[src/rtl/loader_pkg.sv]
// Shared types and constants for the instruction-memory boot loader.
package loader_pkg;

  // Loader FSM states, in frame order followed by the two terminal states.
  typedef enum logic [2:0] {
    SYNC,
    LEN0,
    LEN1,
    DATA,
    WRITE,
    CSUM,
    DONE,
    ERR
  } state_t;

  localparam logic [7:0] DEF_SYNC_BYTE  = 8'hA5;
  localparam int         WORD_W         = 32;
  localparam int         BYTES_PER_WORD = WORD_W / 8;
  localparam int         LANE_W         = $clog2(BYTES_PER_WORD);

endpackage

[src/rtl/imem_loader_if.sv]
// Byte-stream input and instruction-memory write port of the loader.
interface imem_loader_if
  import loader_pkg::*;
#(
  parameter int ADDR_W = 10
);
  logic [7:0]        rx_data;
  logic              rx_valid;
  logic              rx_ready;
  logic              mem_we;
  logic [ADDR_W-1:0] mem_addr;
  logic [WORD_W-1:0] mem_wdata;

  // The loader side: consumes bytes, drives the memory write port.
  modport master (
    input  rx_data, rx_valid,
    output rx_ready, mem_we, mem_addr, mem_wdata
  );

  // The environment side: byte source plus memory / observer.
  modport slave (
    output rx_data, rx_valid,
    input  rx_ready, mem_we, mem_addr, mem_wdata
  );
endinterface

[src/rtl/loader_word_asm.sv]
// Assembles little-endian bytes into a 32-bit word, one lane per accepted byte.
module loader_word_asm
  import loader_pkg::*;
(
  input  logic              clk,
  input  logic              reset,
  input  logic              clear,
  input  logic              load,
  input  logic [7:0]        byte_in,
  output logic [WORD_W-1:0] word,
  output logic              word_full
);
  logic [LANE_W-1:0] lane_reg;

  // Lane index: restarts on clear, advances (and wraps) on each loaded byte.
  always_ff @(posedge clk or posedge reset) begin
    if (reset)      lane_reg <= '0;
    else if (clear) lane_reg <= '0;
    else if (load)  lane_reg <= lane_reg + LANE_W'(1);
  end

  // The byte landing in the top lane completes the word.
  assign word_full = load && (lane_reg == LANE_W'(BYTES_PER_WORD - 1));

  genvar gi;
  generate
    for (gi = 0; gi < BYTES_PER_WORD; gi++) begin : g_lane
      logic [7:0] byte_reg;

      // Each lane captures the incoming byte when the index points at it.
      always_ff @(posedge clk or posedge reset) begin
        if (reset)                                   byte_reg <= '0;
        else if (clear)                              byte_reg <= '0;
        else if (load && lane_reg == LANE_W'(gi))    byte_reg <= byte_in;
      end

      assign word[8*gi +: 8] = byte_reg;
    end
  endgenerate

endmodule

[src/rtl/imem_loader.sv]
// Boot-time loader: parses a framed byte stream, writes words into
// instruction memory and releases the core once the checksum matches.
module imem_loader
  import loader_pkg::*;
#(
  parameter int          ADDR_W    = 10,
  parameter int unsigned BASE_ADDR = 0,
  parameter logic [7:0]  SYNC_BYTE = DEF_SYNC_BYTE
)
(
  input  logic          clk,
  input  logic          reset,
  imem_loader_if.master bus,
  output logic          core_hold,
  output logic          done,
  output logic          error
);
  localparam logic [ADDR_W-1:0] BASE      = ADDR_W'(BASE_ADDR);
  localparam int unsigned       MAX_WORDS = 32'd1 << ADDR_W;

  state_t            state_reg, state_next;
  logic [15:0]       len_reg;
  logic [15:0]       idx_reg;
  logic [ADDR_W-1:0] addr_reg;
  logic [7:0]        csum_reg;
  logic              fire;
  logic              asm_clear;
  logic              asm_load;
  logic              word_full;
  logic [15:0]       n_words;
  logic [WORD_W-1:0] word;

  assign bus.rx_ready = (state_reg == SYNC) || (state_reg == LEN0) || (state_reg == LEN1)
                     || (state_reg == DATA) || (state_reg == CSUM);
  assign fire      = bus.rx_valid && bus.rx_ready;
  assign n_words   = {bus.rx_data, len_reg[7:0]};
  assign asm_load  = fire && (state_reg == DATA);
  // A fresh image always starts assembling at lane 0.
  assign asm_clear = fire && (state_reg == LEN1);

  loader_word_asm u_asm (
    .clk       (clk),
    .reset     (reset),
    .clear     (asm_clear),
    .load      (asm_load),
    .byte_in   (bus.rx_data),
    .word      (word),
    .word_full (word_full)
  );

  // State register.
  always_ff @(posedge clk or posedge reset) begin
    if (reset) state_reg <= SYNC;
    else       state_reg <= state_next;
  end

  // Next-state decode from the frame position and the accepted byte.
  always_comb begin
    state_next = state_reg;
    case (state_reg)
      SYNC:  if (fire && bus.rx_data == SYNC_BYTE) state_next = LEN0;
      LEN0:  if (fire) state_next = LEN1;
      LEN1:  if (fire) begin
               if (32'(n_words) > MAX_WORDS) state_next = ERR;
               else if (n_words == 16'd0)    state_next = CSUM;
               else                          state_next = DATA;
             end
      DATA:  if (word_full) state_next = WRITE;
      WRITE: state_next = (idx_reg + 16'd1 == len_reg) ? CSUM : DATA;
      CSUM:  if (fire) state_next = (bus.rx_data == csum_reg) ? DONE : ERR;
      DONE:  state_next = DONE;
      ERR:   state_next = ERR;
      default: state_next = ERR;
    endcase
  end

  // Length latch, word index, write address and running XOR checksum.
  always_ff @(posedge clk or posedge reset) begin
    if (reset) begin
      len_reg  <= '0;
      idx_reg  <= '0;
      addr_reg <= BASE;
      csum_reg <= '0;
    end else begin
      case (state_reg)
        SYNC: if (fire && bus.rx_data == SYNC_BYTE) csum_reg <= '0;
        LEN0: if (fire) begin
                len_reg[7:0] <= bus.rx_data;
                csum_reg     <= csum_reg ^ bus.rx_data;
              end
        LEN1: if (fire) begin
                len_reg[15:8] <= bus.rx_data;
                csum_reg      <= csum_reg ^ bus.rx_data;
                idx_reg       <= '0;
                addr_reg      <= BASE;
              end
        DATA: if (fire) csum_reg <= csum_reg ^ bus.rx_data;
        WRITE: begin
                idx_reg  <= idx_reg + 16'd1;
                addr_reg <= addr_reg + ADDR_W'(1);
              end
        default: ;
      endcase
    end
  end

  assign bus.mem_we    = (state_reg == WRITE);
  assign bus.mem_addr  = addr_reg;
  assign bus.mem_wdata = word;
  assign done          = (state_reg == DONE);
  assign error         = (state_reg == ERR);
  assign core_hold     = (state_reg != DONE);

endmodule

[src/flat_wrapper.sv]
// flat-port wrapper written by rule: the top's interface ports become plain ports
module imem_loader_flat import loader_pkg::*;
#(
  parameter int          ADDR_W    = 10,
  parameter int unsigned BASE_ADDR = 0,
  parameter logic [7:0]  SYNC_BYTE = DEF_SYNC_BYTE
)
  (clk, reset, core_hold, done, error, bus_rx_data, bus_rx_valid, bus_rx_ready, bus_mem_we, bus_mem_addr, bus_mem_wdata);
  imem_loader_if #(.ADDR_W(ADDR_W)) bus_i ();
  input  logic clk;
  input  logic reset;
  output logic core_hold;
  output logic done;
  output logic error;
  input wire logic [$bits(bus_i.rx_data)-1:0] bus_rx_data;
  input wire logic [$bits(bus_i.rx_valid)-1:0] bus_rx_valid;
  output wire logic [$bits(bus_i.rx_ready)-1:0] bus_rx_ready;
  output wire logic [$bits(bus_i.mem_we)-1:0] bus_mem_we;
  output wire logic [$bits(bus_i.mem_addr)-1:0] bus_mem_addr;
  output wire logic [$bits(bus_i.mem_wdata)-1:0] bus_mem_wdata;
  assign bus_i.rx_data = bus_rx_data;
  assign bus_i.rx_valid = bus_rx_valid;
  assign bus_rx_ready = bus_i.rx_ready;
  assign bus_mem_we = bus_i.mem_we;
  assign bus_mem_addr = bus_i.mem_addr;
  assign bus_mem_wdata = bus_i.mem_wdata;
  imem_loader #(.ADDR_W(ADDR_W), .BASE_ADDR(BASE_ADDR), .SYNC_BYTE(SYNC_BYTE)) u_core (.clk(clk), .reset(reset), .bus(bus_i), .core_hold(core_hold), .done(done), .error(error));
endmodule
[config.mk]
export PLATFORM = sky130hd
export DESIGN_NAME = imem_loader_flat
export DESIGN_NICKNAME = d
export VERILOG_FILES = /design/src/rtl/loader_pkg.sv /design/src/rtl/imem_loader_if.sv /design/src/rtl/loader_word_asm.sv /design/src/rtl/imem_loader.sv /design/src/flat_wrapper.sv
export SDC_FILE = /design/constraint.sdc
export NUM_CORES = 1
export LEC_CHECK = 0
export ABC_AREA = 1
export ABC_CLOCK_PERIOD_IN_PS = 3480
export CAP_MARGIN = 0
export CORE_ASPECT_RATIO = 0.5
export CORE_MARGIN = 1
export CORE_UTILIZATION = 58
export CTS_BUF_LIST = sky130_fd_sc_hd__clkbuf_2 sky130_fd_sc_hd__clkbuf_4 sky130_fd_sc_hd__clkbuf_8
export DETAILED_ROUTE_END_ITERATION = 6
export GPL_TIMING_DRIVEN = 0
export PLACE_DENSITY = 0.85
export SYNTH_ARGS = -nofsm -noshare
export SYNTH_HDL_FRONTEND = slang
export SYNTH_SLANG_ARGS = --single-unit
export TNS_END_PERCENT = 20
[constraint.sdc]
create_clock -name clk -period 3.48 [get_ports clk]
set_clock_uncertainty 0.05 [all_clocks]
set_input_delay 0.522 -clock clk [delete_from_list [all_inputs] [get_ports clk]]
set_output_delay 0.522 -clock clk [all_outputs]
set_load 0.05 [all_outputs]
Yosys cells after proc, flatten, opt, wreduce, memory -nomap -nowiden
Index checks and enable logic that the tools add are counted.

Register bits: 87. Bits of input ports: 11. Output and inout bits: 47.

$add $sub $neg: 3. Magnitude comparators: 1. Equality and inequality tests: 20. Mux-type cells: 27. Bitwise gates (word level): 1. Reduce and logical (&&, ||, !) cells: 28.

Operators with widths (number): 2-to-1 mux 8 bit (10); case mux 16 bit (2 select lines) (1); 2-to-1 mux 3 bit (8); case mux 3 bit (8 select lines) (1); case mux 10 bit (2 select lines) (1); adder 16 x 1 -> 16 bit, second input constant (1); == test 16 bit (1); > comparator 16 x 11 -> 1 bit, second input constant (1); zero test 16 bit (1); 2-to-1 mux 16 bit (1); case mux 8 bit (2 select lines) (1); nonzero test 2 bit (7); == test 3 bit, second input constant (4); adder 10 x 1 -> 10 bit, second input constant (1); 2-to-1 mux 10 bit (1); == test 8 bit (1); == test 8 bit, second input constant (1); logical AND 1 bit (8); != test 2 x 1 -> 1 bit, second input constant (4); bitwise XOR 8 bit (1); == test 3 x 2 -> 1 bit, second input constant (2); AND reduction 2 bit (3); AND reduction 5 bit (1); == test 2 bit, second input constant (2); other kinds (12) (17).

Longest topological paths before layout
Depth in word-level cells: 10. Gate-level depth with buffers: 17. Depth with buffers taken out: 17.

Hierarchy
A second synthesis with hierarchy kept.

Cell total of the unflattened synthesis: 623. Area, all modules: 4800.9 um^2.

By module, submodules not included: imem_loader (times used 1, cells each 449, area each 3210.6 um^2, seq. area each 1326.3 um^2); loader_word_asm (times used 1, cells each 174, area each 1590.3 um^2, seq. area each 850.8 um^2).

Least setup slack after synthesis
No wires, ideal clock.

Path kind: flip-flop to output port. Start point: register u_core.state_reg[1]. End point: output core_hold. Arrival: 1750 ps. Data required time: 2908 ps. Path slack: 1158 ps. Cell stages (with the launch flop): 6. Cell sequence: dfrtp_1 -> inv_1 -> nor2_1 -> inv_1 -> nor2_1 -> inv_1.

Word-level cells in the longest chain between the ends: 1.

RTL lines: start: declaration (RTL line imem_loader.sv:21) `state_t state_reg, state_next;`; start signal: assignment (RTL line imem_loader.sv:54) `else state_reg <= state_next;`; != test 3 bit (RTL line imem_loader.sv:112) `assign core_hold = (state_reg != DONE);`; end: declaration (RTL line flat_wrapper.sv:12) `output logic core_hold;`.

Every way passes these cells.

Worst setup path after layout
Start point: register u_core.state_reg[0]. End point: output bus_mem_we.

Word-level cells in the longest chain between the ends: 1.

RTL lines: == test 3 bit (RTL line imem_loader.sv:107) `assign bus.mem_we = (state_reg == WRITE);`; end: declaration (RTL line flat_wrapper.sv:18) `output wire logic [$bits(bus_i.mem_we)-1:0] bus_mem_we;`.

Every way passes these cells.

==> summary.txt <==
Cells and area
  – Layout Nets: between 600 and 700
  – Largest register FFs: 32
  – Layout cells sized above 1: 6.82%
  – Filler cells: 569
  – Antenna diodes: 0
  – Design area: between 5000 and 6000 µm²
  – Area growth, synth to finish: 20.8%

Logic synthesis
  – Synthesized area per cell: 7.99 µm²
  – Synth Net Count: about 590
  – Synth area leader: dfrtp_1
  – Unique masters post-synth: 36
  – Post-synth top area share: 47.6%
  – Post-Syn Area: 4570 µm²
  – Synth top area cells: dfrtp_1 (48%), nand2_1 (12%), o21ai_0 (7.6%), nand3_1 (5.6%), inv_1 (5.4%)
  – Synth warnings: 0
  – Simple-gate area share of the yosys netlist: 27.3%
  – Compound-cell area share of the yosys netlist: about 13%
  – Post-synthesis xor/xnor area fraction: 3.61%
  – Seq/Total Area, Yosys: 47.6%
  – Flops & latches, synth: 87
  – Largest family of logic cells by synthesized area: simple AND/OR/NAND/NOR gates
  – Syn Inst Count: 572
  – Post-synthesis mux area share: 0%
  – Post-Synth Adder-Cell Area: under 10%

Worst setup path
  – Critical path class: flip-flop to output port
  – Worst setup EP type: output port
  – Crit path cell chain: nor2_1 > inv_1 > nor2_2 > buf_1 > dlymetal6s2s_1
  – R2R setup slack: 1050 ps
  – Slowest cell on the critical path: buf_1
  – Max stage delay on crit path: 520 ps
  – Critical Path RT: 2910 ps
  – Arr. time, crit path: 2490 ps
  – Crit-path max FO: 10
  – Worst path bufs/invs: 3
  – Kind of start point of the critical path: flip-flop
  – Cell family with most CP delay: buffers and inverters

Route
  – DRT Pass-1 Iters: 6
  – Final ANT Viol Nets: 0
  – Final WL: 12300 µm
  – DR vias: 4306
  – DR DRC count: 0
  – Vias per Instance: 5.72
  – 1st-iter DRT viols: 494
  – DR WL/cell: 16.4 µm

Timing
  – Least-Margin Pin Slew: 587 ps
  – Setup-failing EPs final: 0
  – Setup TNS: 0 ps
  – Fin. max-slew vios: 0
  – Clock period minus final worst setup slack: 3060 ps
  – Rel. slew slack: 60.9%
  – Tcrit/Tclk final: 87.9%
  – RSZ-0062 raised after global routing: false
  – Final hold viol count: 0
  – Fmax: between 0.3 and 0.4 GHz

GRT
  – Largest net degree at the start of global routing: 73
  – All-Layer GR Usage: 32.9%
  – Vias in the first global route: between 4k and 5k
  – Initial antenna violation count: 0
  – First-pass GRT wire length: 20300 µm
  – GRT overflow: 0

Run
  – Max Cap Viol: 0

Die
  – I/O pins: 58
  – Core Rows: 22
  – Initial Util: 61.0%
  – Die Span Y: 64.8 µm
  – CORE AREA: 7490 µm²
  – Width of the die: 128 µm
  – Die ar.: about 8300 µm²

Power and ir drop
  – P_sw: 2560 µW
  – Combinational cell fraction of total power: approximately 50%
  – Sw frac: about half
  – Maximum VDD drop: 0.807 mV
  – Sequential share of power: 33.4%
  – PD cells: 955 nW/µm²
  – Leakage: between 0.002 and 0.003 µW
  – Clk pwr share: 15.3%
  – Internal power: 2710 µW

Clock tree
  – CTS tree: built
  – Clk buf depth: 2
  – Clk root buf: clkbuf_8
  – Clk sinks: 87
  – H-tree lvl count: 3
  – # hold bufs at CTS: 0
  – CTS buffer count: 9
  – Clock transition at path regs: 90 ps
  – Clock Latency Late Sink: 380 ps
  – Setup bufs post-CTS: 0

Placement
  – HPWL Detailed: 8550 µm
  – Placed instance area: 5300 µm²
  – Placer's final routability congestion estimate: 0.954
  – Buffers on Ports: 56

Status
  – Status: completed

Worst hold path
  – Worst min-delay path class: input port to asynchronous set/reset pin
## Yosys cell counts (all sizes together)
| library cell | instances |
|---|---|
| nor3 | 6 |
| xnor3 | 3 |
| dfrtp | 87 |
| nand3b | 2 |
| nand2 | 161 |
| xnor2 | 4 |
| a21oi | 4 |
| nor3b | 1 |
| xor2 | 7 |
| nor4 | 3 |
| o32ai | 2 |
| ha | 6 |
| clkinv | 1 |
| clkbuf | 11 |
| a31o | 1 |
| a31oi | 3 |
| o211ai | 2 |
| or2 | 1 |
| buf | 4 |
| o31ai | 7 |
| o22ai | 9 |
| nor2 | 42 |
| nand3 | 51 |
| inv | 67 |
| nand4 | 13 |
| o21ai | 72 |
| a22oi | 2 |
## placed cells by master, fill, tap and decap left out, types with 3 or more instances in the layout
cell type          n
nand2_1          152
dfrtp_1           87
o21ai_0           69
inv_1             65
clkdlybuf4s50_1   55
nand3_1           51
nor2_1            35
nand4_1           13
clkbuf_1          10
nand2_2            9
o22ai_1            9
clkbuf_8           9
xor2_1             7
o31ai_1            7
ha_1               6
nor3_1             5
nor2_4             5
a21oi_1            4
xnor2_1            4
nor4_1             3
a31oi_1            3
o21ai_1            3
## power groups by stage
stage / logic (µW) / registers, µW / clock network, µW
final: 2710 / 1760 / 805
after detailed placement: 2660 / 1750 / 0
after global routing: 2940 / 1800 / 853
after floorplan: 1250 / 2330 / 0
after global placement: 2590 / 1740 / 0
after CTS: 2690 / 1740 / 807
## cell type report
| cell class | instances | area, µm² | area share, % |
|---|---|---|---|
| flip-flops and latches | 87 | 2180 | 39.4 |
| plain buffers | 15 | 73.8 | 1.34 |
| inverters | 68 | 258 | 4.67 |
| multi-input cells | 402 | 2060 | 37.4 |
| clock inverters | 6 | 92.6 | 1.68 |
| well taps | 108 | 135 | 2.45 |
| repair buffers | 57 | 591 | 10.7 |
| clock buffers | 10 | 131 | 2.38 |
## routing by layer
layer | vias to the layer above | routed length, µm | global-route usage (%)
met5 | - | 0 | 0
met4 | 0 | 335 | 12.6
met3 | 30 | 996 | 9.17
met2 | 184 | 5690 | 52.8
met1 | 2066 | 5320 | 43.0
li1 | 2026 | - | -
## cell families (layout without fill, tap and decap cells)
family          after synthesis  count (layout)
xor+xnor                     14              14
flops                        87              87
compound gates              102             102
simple gates                280             280
fa+ha+maj                     6               6
buf+inv                      83             156
## metrics by stage
step | utilization, % | total power, µW | setup WS [ps] | hold slack (ps) | cells
final | 73.8 | 5270 | 421 | 372 | 753
after global routing | 73.8 | 5590 | 329 | 382 | 753
after CTS | 73.7 | 5240 | 56.1 | 376 | 753
after detailed placement | 70.7 | 4410 | 490 | 427 | 737
after global placement | 70.3 | 4330 | -699 | 423 | 736
after floorplan | - | 3580 | 658 | 405 | 572
## worst paths after layout
check	start	end	cells past startpoint
worst max-delay path	u_core.state_reg[0]	bus_mem_we	5
worst min-delay path	reset	u_core.u_asm.g_lane[2].byte_reg[0]	2
worst max register to register	u_core.state_reg[0]	u_core.idx_reg[10]	7
worst min register to register	u_core.u_asm.g_lane[2].byte_reg[7]	u_core.u_asm.g_lane[2].byte_reg[7]	2
max in group asynchronous	reset	u_core.idx_reg[3]	3
min in group clk	u_core.u_asm.g_lane[2].byte_reg[7]	u_core.u_asm.g_lane[2].byte_reg[7]	2
## what timing repair did
action,4_1_cts,5_1_grt
endpoints found under the setup margin,0,1
resized for setup,0,2
hold endpoints to repair,0,0
No activity file was read; power rests on OpenSTA's default activity.
